File: src/rtl/sf_tester_seq_pkg.sv
// Shared types, constants and pattern lookup for the flash tester iteration sequencer.
package sf_tester_seq_pkg;

    typedef enum logic [3:0] {
        ST_IDLE,
        ST_ERASE_START,
        ST_ERASE_ARM,
        ST_ERASE_WAIT,
        ST_ERASE_NEXT,
        ST_PAGE_FILL,
        ST_PAGE_START,
        ST_PAGE_ARM,
        ST_PAGE_WAIT,
        ST_PAGE_NEXT,
        ST_READ_START,
        ST_READ_ARM,
        ST_READ_WAIT,
        ST_READ_NEXT,
        ST_DONE
    } t_seq_state;

    localparam int unsigned c_subsector_bytes = 4096;
    localparam int unsigned c_page_bytes      = 256;

    localparam logic [7:0] c_pat_a_start = 8'h00;
    localparam logic [7:0] c_pat_a_incr  = 8'h01;
    localparam logic [7:0] c_pat_b_start = 8'h08;
    localparam logic [7:0] c_pat_b_incr  = 8'h07;
    localparam logic [7:0] c_pat_c_start = 8'h10;
    localparam logic [7:0] c_pat_c_incr  = 8'h0F;
    localparam logic [7:0] c_pat_d_start = 8'h18;
    localparam logic [7:0] c_pat_d_incr  = 8'h17;

    typedef struct packed {
        logic [7:0] start;
        logic [7:0] incr;
    } t_pattern;

    // Map the 2-bit pattern select onto its start/increment pair.
    function automatic t_pattern fn_pattern_sel(input logic [1:0] sel);
        t_pattern p;
        case (sel)
            2'd0:    p = '{start: c_pat_a_start, incr: c_pat_a_incr};
            2'd1:    p = '{start: c_pat_b_start, incr: c_pat_b_incr};
            2'd2:    p = '{start: c_pat_c_start, incr: c_pat_c_incr};
            default: p = '{start: c_pat_d_start, incr: c_pat_d_incr};
        endcase
        return p;
    endfunction

endpackage

File: src/rtl/sf_pattern_gen.sv
// 8-bit start/increment accumulator; one instance serves both the program and verify phases.
module sf_pattern_gen (
    input  logic       i_clk,
    input  logic       i_rst,
    input  logic       i_load,
    input  logic [7:0] i_start,
    input  logic [7:0] i_incr,
    input  logic       i_advance,
    output logic [7:0] o_value
);

    logic [7:0] value_q;

    // Load restarts the sequence; advance steps it by the increment (mod 256).
    always_ff @(posedge i_clk) begin
        if (i_rst) begin
            value_q <= 8'h00;
        end else if (i_load) begin
            value_q <= i_start;
        end else if (i_advance) begin
            value_q <= value_q + i_incr;
        end
    end

    assign o_value = value_q;

endmodule

File: src/rtl/sf_tester_iter_sequencer.sv
// One tester iteration: erase subsectors, program pages with a pattern, read back and verify.
//
// state           | meaning
// ST_IDLE         | waiting for a start pulse
// ST_ERASE_START  | wait for driver idle, then issue subsector erase
// ST_ERASE_ARM    | erase pulse on the bus; driver idle ignored
// ST_ERASE_WAIT   | wait for erase to complete
// ST_ERASE_NEXT   | step subsector counter or move to programming
// ST_PAGE_FILL    | push 256 pattern bytes into the driver TX FIFO
// ST_PAGE_START   | wait for driver idle, then issue page program
// ST_PAGE_ARM     | program pulse on the bus; driver idle ignored
// ST_PAGE_WAIT    | wait for program to complete
// ST_PAGE_NEXT    | step page counter or move to read-back
// ST_READ_START   | wait for driver idle, then issue page read
// ST_READ_ARM     | read pulse on the bus; read bytes already accepted
// ST_READ_WAIT    | collect 256 bytes and wait for driver idle
// ST_READ_NEXT    | step page counter or finish
// ST_DONE         | one-cycle done pulse, pass/fail published
module sf_tester_iter_sequencer
    import sf_tester_seq_pkg::*;
#(
    parameter int SUBSECTOR_CNT = 256,
    parameter int PAGE_CNT      = 4096
) (
    input  logic        i_clk_20mhz,
    input  logic        i_rst_20mhz,
    input  logic        i_start,
    input  logic [1:0]  i_pattern_sel,
    input  logic [31:0] i_start_addr,
    input  logic        i_cmd_idle,
    output logic        o_cmd_erase_subsec,
    output logic        o_cmd_page_program,
    output logic        o_cmd_random_read,
    output logic [31:0] o_cmd_address,
    output logic [7:0]  o_tx_data,
    output logic        o_tx_valid,
    input  logic        i_tx_ready,
    input  logic [7:0]  i_rx_data,
    input  logic        i_rx_valid,
    output logic        o_busy,
    output logic        o_done,
    output logic        o_pass,
    output logic [23:0] o_err_count
);

    localparam logic [8:0]  c_last_byte = 9'(c_page_bytes - 1);
    localparam logic [8:0]  c_full_page = 9'(c_page_bytes);
    localparam logic [31:0] c_last_sub  = 32'(SUBSECTOR_CNT - 1);
    localparam logic [31:0] c_last_page = 32'(PAGE_CNT - 1);
    localparam logic [23:0] c_err_max   = 24'hFF_FFFF;

    t_seq_state  state_q, state_d;
    logic [31:0] base_q;
    t_pattern    pat_q;
    logic [31:0] sub_cnt_q;
    logic [31:0] page_cnt_q;
    logic [8:0]  byte_cnt_q;
    logic [31:0] addr_q;
    logic [23:0] err_q;
    logic        pass_q;

    logic        accept_start;
    logic        tx_fire;
    logic        rx_take;
    logic        pat_load;
    logic        sub_last;
    logic        page_last;
    logic [7:0]  pat_value;

    assign accept_start = (state_q == ST_IDLE) && i_start;
    assign tx_fire      = (state_q == ST_PAGE_FILL) && i_tx_ready;
    // Read bytes count from the arm cycle on; bytes beyond a full page are dropped.
    assign rx_take      = ((state_q == ST_READ_ARM) || (state_q == ST_READ_WAIT))
                          && i_rx_valid && (byte_cnt_q != c_full_page);
    assign sub_last     = (sub_cnt_q == c_last_sub);
    assign page_last    = (page_cnt_q == c_last_page);

    sf_pattern_gen u_pattern_gen (
        .i_clk     (i_clk_20mhz),
        .i_rst     (i_rst_20mhz),
        .i_load    (pat_load),
        .i_start   (pat_q.start),
        .i_incr    (pat_q.incr),
        .i_advance (tx_fire | rx_take),
        .o_value   (pat_value)
    );

    // State register.
    always_ff @(posedge i_clk_20mhz) begin
        if (i_rst_20mhz) begin
            state_q <= ST_IDLE;
        end else begin
            state_q <= state_d;
        end
    end

    // Next-state logic; the pattern is reloaded on entry to the program and read phases.
    always_comb begin
        state_d  = state_q;
        pat_load = 1'b0;
        case (state_q)
            ST_IDLE:        if (i_start) state_d = ST_ERASE_START;
            ST_ERASE_START: if (i_cmd_idle) state_d = ST_ERASE_ARM;
            ST_ERASE_ARM:   state_d = ST_ERASE_WAIT;
            ST_ERASE_WAIT:  if (i_cmd_idle) state_d = ST_ERASE_NEXT;
            ST_ERASE_NEXT: begin
                if (sub_last) begin
                    state_d  = ST_PAGE_FILL;
                    pat_load = 1'b1;
                end else begin
                    state_d = ST_ERASE_START;
                end
            end
            ST_PAGE_FILL:   if (tx_fire && (byte_cnt_q == c_last_byte)) state_d = ST_PAGE_START;
            ST_PAGE_START:  if (i_cmd_idle) state_d = ST_PAGE_ARM;
            ST_PAGE_ARM:    state_d = ST_PAGE_WAIT;
            ST_PAGE_WAIT:   if (i_cmd_idle) state_d = ST_PAGE_NEXT;
            ST_PAGE_NEXT: begin
                if (page_last) begin
                    state_d  = ST_READ_START;
                    pat_load = 1'b1;
                end else begin
                    state_d = ST_PAGE_FILL;
                end
            end
            ST_READ_START:  if (i_cmd_idle) state_d = ST_READ_ARM;
            ST_READ_ARM:    state_d = ST_READ_WAIT;
            ST_READ_WAIT:   if (i_cmd_idle && (byte_cnt_q == c_full_page)) state_d = ST_READ_NEXT;
            ST_READ_NEXT:   state_d = page_last ? ST_DONE : ST_READ_START;
            ST_DONE:        state_d = ST_IDLE;
            default:        state_d = ST_IDLE;
        endcase
    end

    // Datapath: iteration parameters, loop counters, command address and verify results.
    always_ff @(posedge i_clk_20mhz) begin
        if (i_rst_20mhz) begin
            base_q     <= 32'h0;
            pat_q      <= '0;
            sub_cnt_q  <= 32'h0;
            page_cnt_q <= 32'h0;
            byte_cnt_q <= 9'h0;
            addr_q     <= 32'h0;
            err_q      <= 24'h0;
            pass_q     <= 1'b0;
        end else begin
            if (accept_start) begin
                base_q     <= i_start_addr;
                pat_q      <= fn_pattern_sel(i_pattern_sel);
                sub_cnt_q  <= 32'h0;
                page_cnt_q <= 32'h0;
                byte_cnt_q <= 9'h0;
                err_q      <= 24'h0;
                pass_q     <= 1'b0;
            end

            // Address is registered on the START->ARM step so it is stable under the pulse.
            if (i_cmd_idle) begin
                if (state_q == ST_ERASE_START) begin
                    addr_q <= base_q + sub_cnt_q * c_subsector_bytes;
                end else if ((state_q == ST_PAGE_START) || (state_q == ST_READ_START)) begin
                    addr_q <= base_q + page_cnt_q * c_page_bytes;
                end
            end

            if (state_q == ST_ERASE_NEXT) begin
                sub_cnt_q <= sub_last ? 32'h0 : sub_cnt_q + 32'h1;
            end

            if ((state_q == ST_PAGE_NEXT) || (state_q == ST_READ_NEXT)) begin
                page_cnt_q <= page_last ? 32'h0 : page_cnt_q + 32'h1;
            end

            if (tx_fire) begin
                byte_cnt_q <= (byte_cnt_q == c_last_byte) ? 9'h0 : byte_cnt_q + 9'h1;
            end

            if (rx_take) begin
                byte_cnt_q <= byte_cnt_q + 9'h1;
                if ((i_rx_data != pat_value) && (err_q != c_err_max)) begin
                    err_q <= err_q + 24'h1;
                end
            end

            if (state_q == ST_READ_NEXT) begin
                byte_cnt_q <= 9'h0;
                if (page_last) begin
                    pass_q <= (err_q == 24'h0);
                end
            end
        end
    end

    assign o_cmd_erase_subsec = (state_q == ST_ERASE_ARM);
    assign o_cmd_page_program = (state_q == ST_PAGE_ARM);
    assign o_cmd_random_read  = (state_q == ST_READ_ARM);
    assign o_cmd_address      = addr_q;
    assign o_tx_valid         = (state_q == ST_PAGE_FILL);
    assign o_tx_data          = o_tx_valid ? pat_value : 8'h00;
    assign o_busy             = (state_q != ST_IDLE) && (state_q != ST_DONE);
    assign o_done             = (state_q == ST_DONE);
    assign o_pass             = pass_q;
    assign o_err_count        = err_q;

endmodule
File: config.mk
export PLATFORM = sky130hd
export DESIGN_NAME = sf_tester_iter_sequencer
export DESIGN_NICKNAME = d
export VERILOG_FILES = /design/src/rtl/sf_tester_seq_pkg.sv /design/src/rtl/sf_pattern_gen.sv /design/src/rtl/sf_tester_iter_sequencer.sv
export SDC_FILE = /design/constraint.sdc
export NUM_CORES = 1
export LEC_CHECK = 0
export ABC_AREA = 1
export BUFFER_PORTS_ARGS = -buffer_cell sky130_fd_sc_hd__clkbuf_2
export CORE_MARGIN = 3
export CORE_UTILIZATION = 40
export DETAILED_ROUTE_END_ITERATION = 12
export SETUP_SLACK_MARGIN = 0.05
export SLEW_MARGIN = 10
export SYNTH_ARGS = -nofsm -noshare
export SYNTH_HDL_FRONTEND = slang
export SYNTH_SLANG_ARGS = --single-unit
File: constraint.sdc
create_clock -name i_clk_20mhz -period 2.6 [get_ports i_clk_20mhz]
set_clock_uncertainty 0.15 [all_clocks]
set_input_delay 0.13 -clock i_clk_20mhz [delete_from_list [all_inputs] [get_ports i_clk_20mhz]]
set_output_delay 0.13 -clock i_clk_20mhz [all_outputs]
set_load 0.01 [all_outputs]
==> qor.yml <==
drt:
  wl_per_cell_um: 15.8
  drc: 0
  via_count: 13457
  drt-pass1-iter-count: 5
  routed_wl_um: 40800
  drtIter0Drc: 1089
  ant_nets: 0
  via_per_inst: 5.21
critical_path:
  crit_path_start_kind: "register"
  startpoint: "base_q[12]$_SDFFE_PP0P_"
  path_class: "register to register"
  path_max_fanout: 4
  crit_end: "o_cmd_address[20]$_SDFFE_PP0P_"
  r2r_end: "o_cmd_address[20]$_SDFFE_PP0P_"
  timing.rr.start: "base_q[12]$_SDFFE_PP0P_"
  arrival_ns: 2.61
  rr_worst_depth: 11
  crit_path_end_kind: "register"
  r2r_slack_ns: 0.23
  worstPathRequired_ns: 2.83
place:
  dp_hpwl_um: 31500
  gp_congestion: 0.968
  dp_cells: 2515
  place_ws_ns: 0.206
  port-buffer-count: 118
run_status:
  status: "completed"
clocking:
  numCtsBuffers: 17
  cts_sinks: 180
  h-tree-depth: 4
  cts_tree: "built"
  cts.reportedPaths.clkPinSlew_ns: 0.07
  clk_latency_ns: 0.45
  clockBufferDepth: 2
  cts-root-buf: "clkbuf_16"
yosys:
  synth.top_cell.area_share: 0.290
  synthArstFlopShare: 0
  ys.flop_type: "dfxtp_1"
  ys_types: 48
  synth_edf_count: 0
  synth_common_cells: "501 x nand2_1, 290 x nor2_1, 263 x inv_1"
  syn_area_um2: 12400
  syn_inst: 2026
  yosysSeqAreaShare: 0.290
  synth_most_common_cell: "nand2_1"
  syn_nets: 2132
  synth.avg_cell_area_um2: 6.12
  synth_largest_area_cell: "dfxtp_1"
  synth_area_leaders: "dfxtp_1 29%, nand2_1 15%, nor2_1 8.8%"
  synth_seq_cells: 180
  synth_warnings: 0
sta:
  fin_setup_tns_ns: 0
  fin_crit_sh: 0.913
  rsz0062_at_grt: "true"
  finalHoldViolations: 0
  worst_slack_ns: 0.227
  whs_ns: 0.0457
  slew_headroom: 0.644
  fmax_mhz: 421
  worst_slew_pin_slew_ns: 0.533
  finalSetupViolCount: 0
  slew_viol_final: 0
  period_needed_ns: 2.37
floorplan:
  die-width_um: 182
  ioPinCount: 119
  die_y_um: 182
  core_area_um2: 30100
  rows: 63
  die_area_um2: 33200
  start_util: 0.412
global_routing:
  gr-usage-met2: 0.399
  grt_usage: 0.244
  use_met1: 0.338
  grt_antenna_before_repair: 0
  grt_max_degree: 85
  grt_pass1_vias: 12422
  grt_pass1_wl_um: 65300
  grt.met3_usage: 0.0327
  grt_overflow: 0
  gr-max-usage-layer: "met2"
cells_and_area:
  fin_cells: 2581
  drive_gt1_frac: 0.103
  finalNetCount: 2286
  areaGrowthSynthToFinish_pct: 16.6
  n_antenna_cell: 0
worst_hold_path:
  hold_class: "input port to register"
power:
  cellPowerDensity_nw_per_um2: 533
  irDropWorstVdd_mv: 0.413
  leakage_uw: 0.00659
job:
  cap_violations: 0
## what timing repair did
| item | CTS | global route |
|---|---|---|
| hold buffers | 36 | 0 |
| resized for setup | 0 | 7 |
| setup buffers | 0 | 0 |
| endpoints found under the hold margin | 46 | 0 |
| setup endpoints to repair | 0 | 10 |
## layout make-up
class	count	area (um2)
timing repair buffer	184	1230
multi-input combinational	1525	7580
fill	3135	15700
tap	390	488
inverter	272	1020
clock buffer	20	467
sequential	180	3600
clock inverter	10	76.3
## through the flow
stage	power, uW	util	area (um2)
after floorplan	4400	-	12400
after global placement	5200	0.450	13500
after detailed placement	5210	0.450	13500
after CTS	7760	0.480	14400
after global routing	8120	0.480	14500
final	7710	0.480	14500
## report_power, final
group / internal (uW) / switching [uW]
sequential: 2980 / 208
clock: 1300 / 1210
combinational: 661 / 1360
## layout by cell type, fill, tap and decap left out, drive strengths merged, types with 30 or more instances in the layout
cell type,n
nand2,508
nor2,302
inv,272
dfxtp,180
a21oi,150
nand3,142
clkbuf,138
o21ai,125
nor3,64
ha,55
nand4,41
dlygate4sd3,36
buf,30
## sequential cells by signal, indices dropped and copies added (netlist names)
signal and cells:
page_cnt_q 32, o_pass 1, byte_cnt_q 9, state_q 4
sub_cnt_q 32, o_err_count 24, pat_q 6, base_q 32
o_cmd_address 32, u_pattern_gen.o_value 8
## layer usage
layer | up-vias | wire (um)
li1 | 6907 | -
met1 | 6113 | 19100
met2 | 384 | 18600
met3 | 53 | 2390
met4 | 0 | 771
met5 | - | 0
## how the worst min path moves through the flow
| stage | startpoint | endpoint | slack, ns | depth (start not counted) |
|---|---|---|---|---|
| finish | i_cmd_idle | state_q[2]$_SDFFE_PP0P_ | 0.05 | 5 |
| global route | i_cmd_idle | state_q[2]$_SDFFE_PP0P_ | 0.05 | 5 |
| CTS | i_cmd_idle | state_q[2]$_SDFFE_PP0P_ | 0.02 | 5 |
| detailed placement | i_start_addr[31] | base_q[31]$_SDFFE_PP0P_ | 0.21 | 3 |
| global placement | i_start_addr[15] | base_q[15]$_SDFFE_PP0P_ | 0.20 | 3 |
| floorplan | i_start_addr[10] | base_q[10]$_SDFFE_PP0P_ | 0.11 | 2 |
## critical path: stages (launching register included)
cell	delay (ns)
dfxtp_1	0.42
ha_1	0.23
inv_1	0.07
fa_1	0.44
nor2_1	0.12
o21ai_0	0.10
nand2_1	0.14
xor2_1	0.28
nand2_1	0.10
nand2_1	0.09
a21oi_1	0.05
nor2_1	0.12
## cell families after synthesis
kind of cell	share of synthesized area
AO/OA/AOI/OAI	0.137
XOR/XNOR	0.0261
adder cells (fa/ha/maj)	0.0603
buffers and inverters	0.100
flip-flops	0.290
AND/OR/NAND/NOR	0.386
No activity file was read; power rests on OpenSTA's default activity.
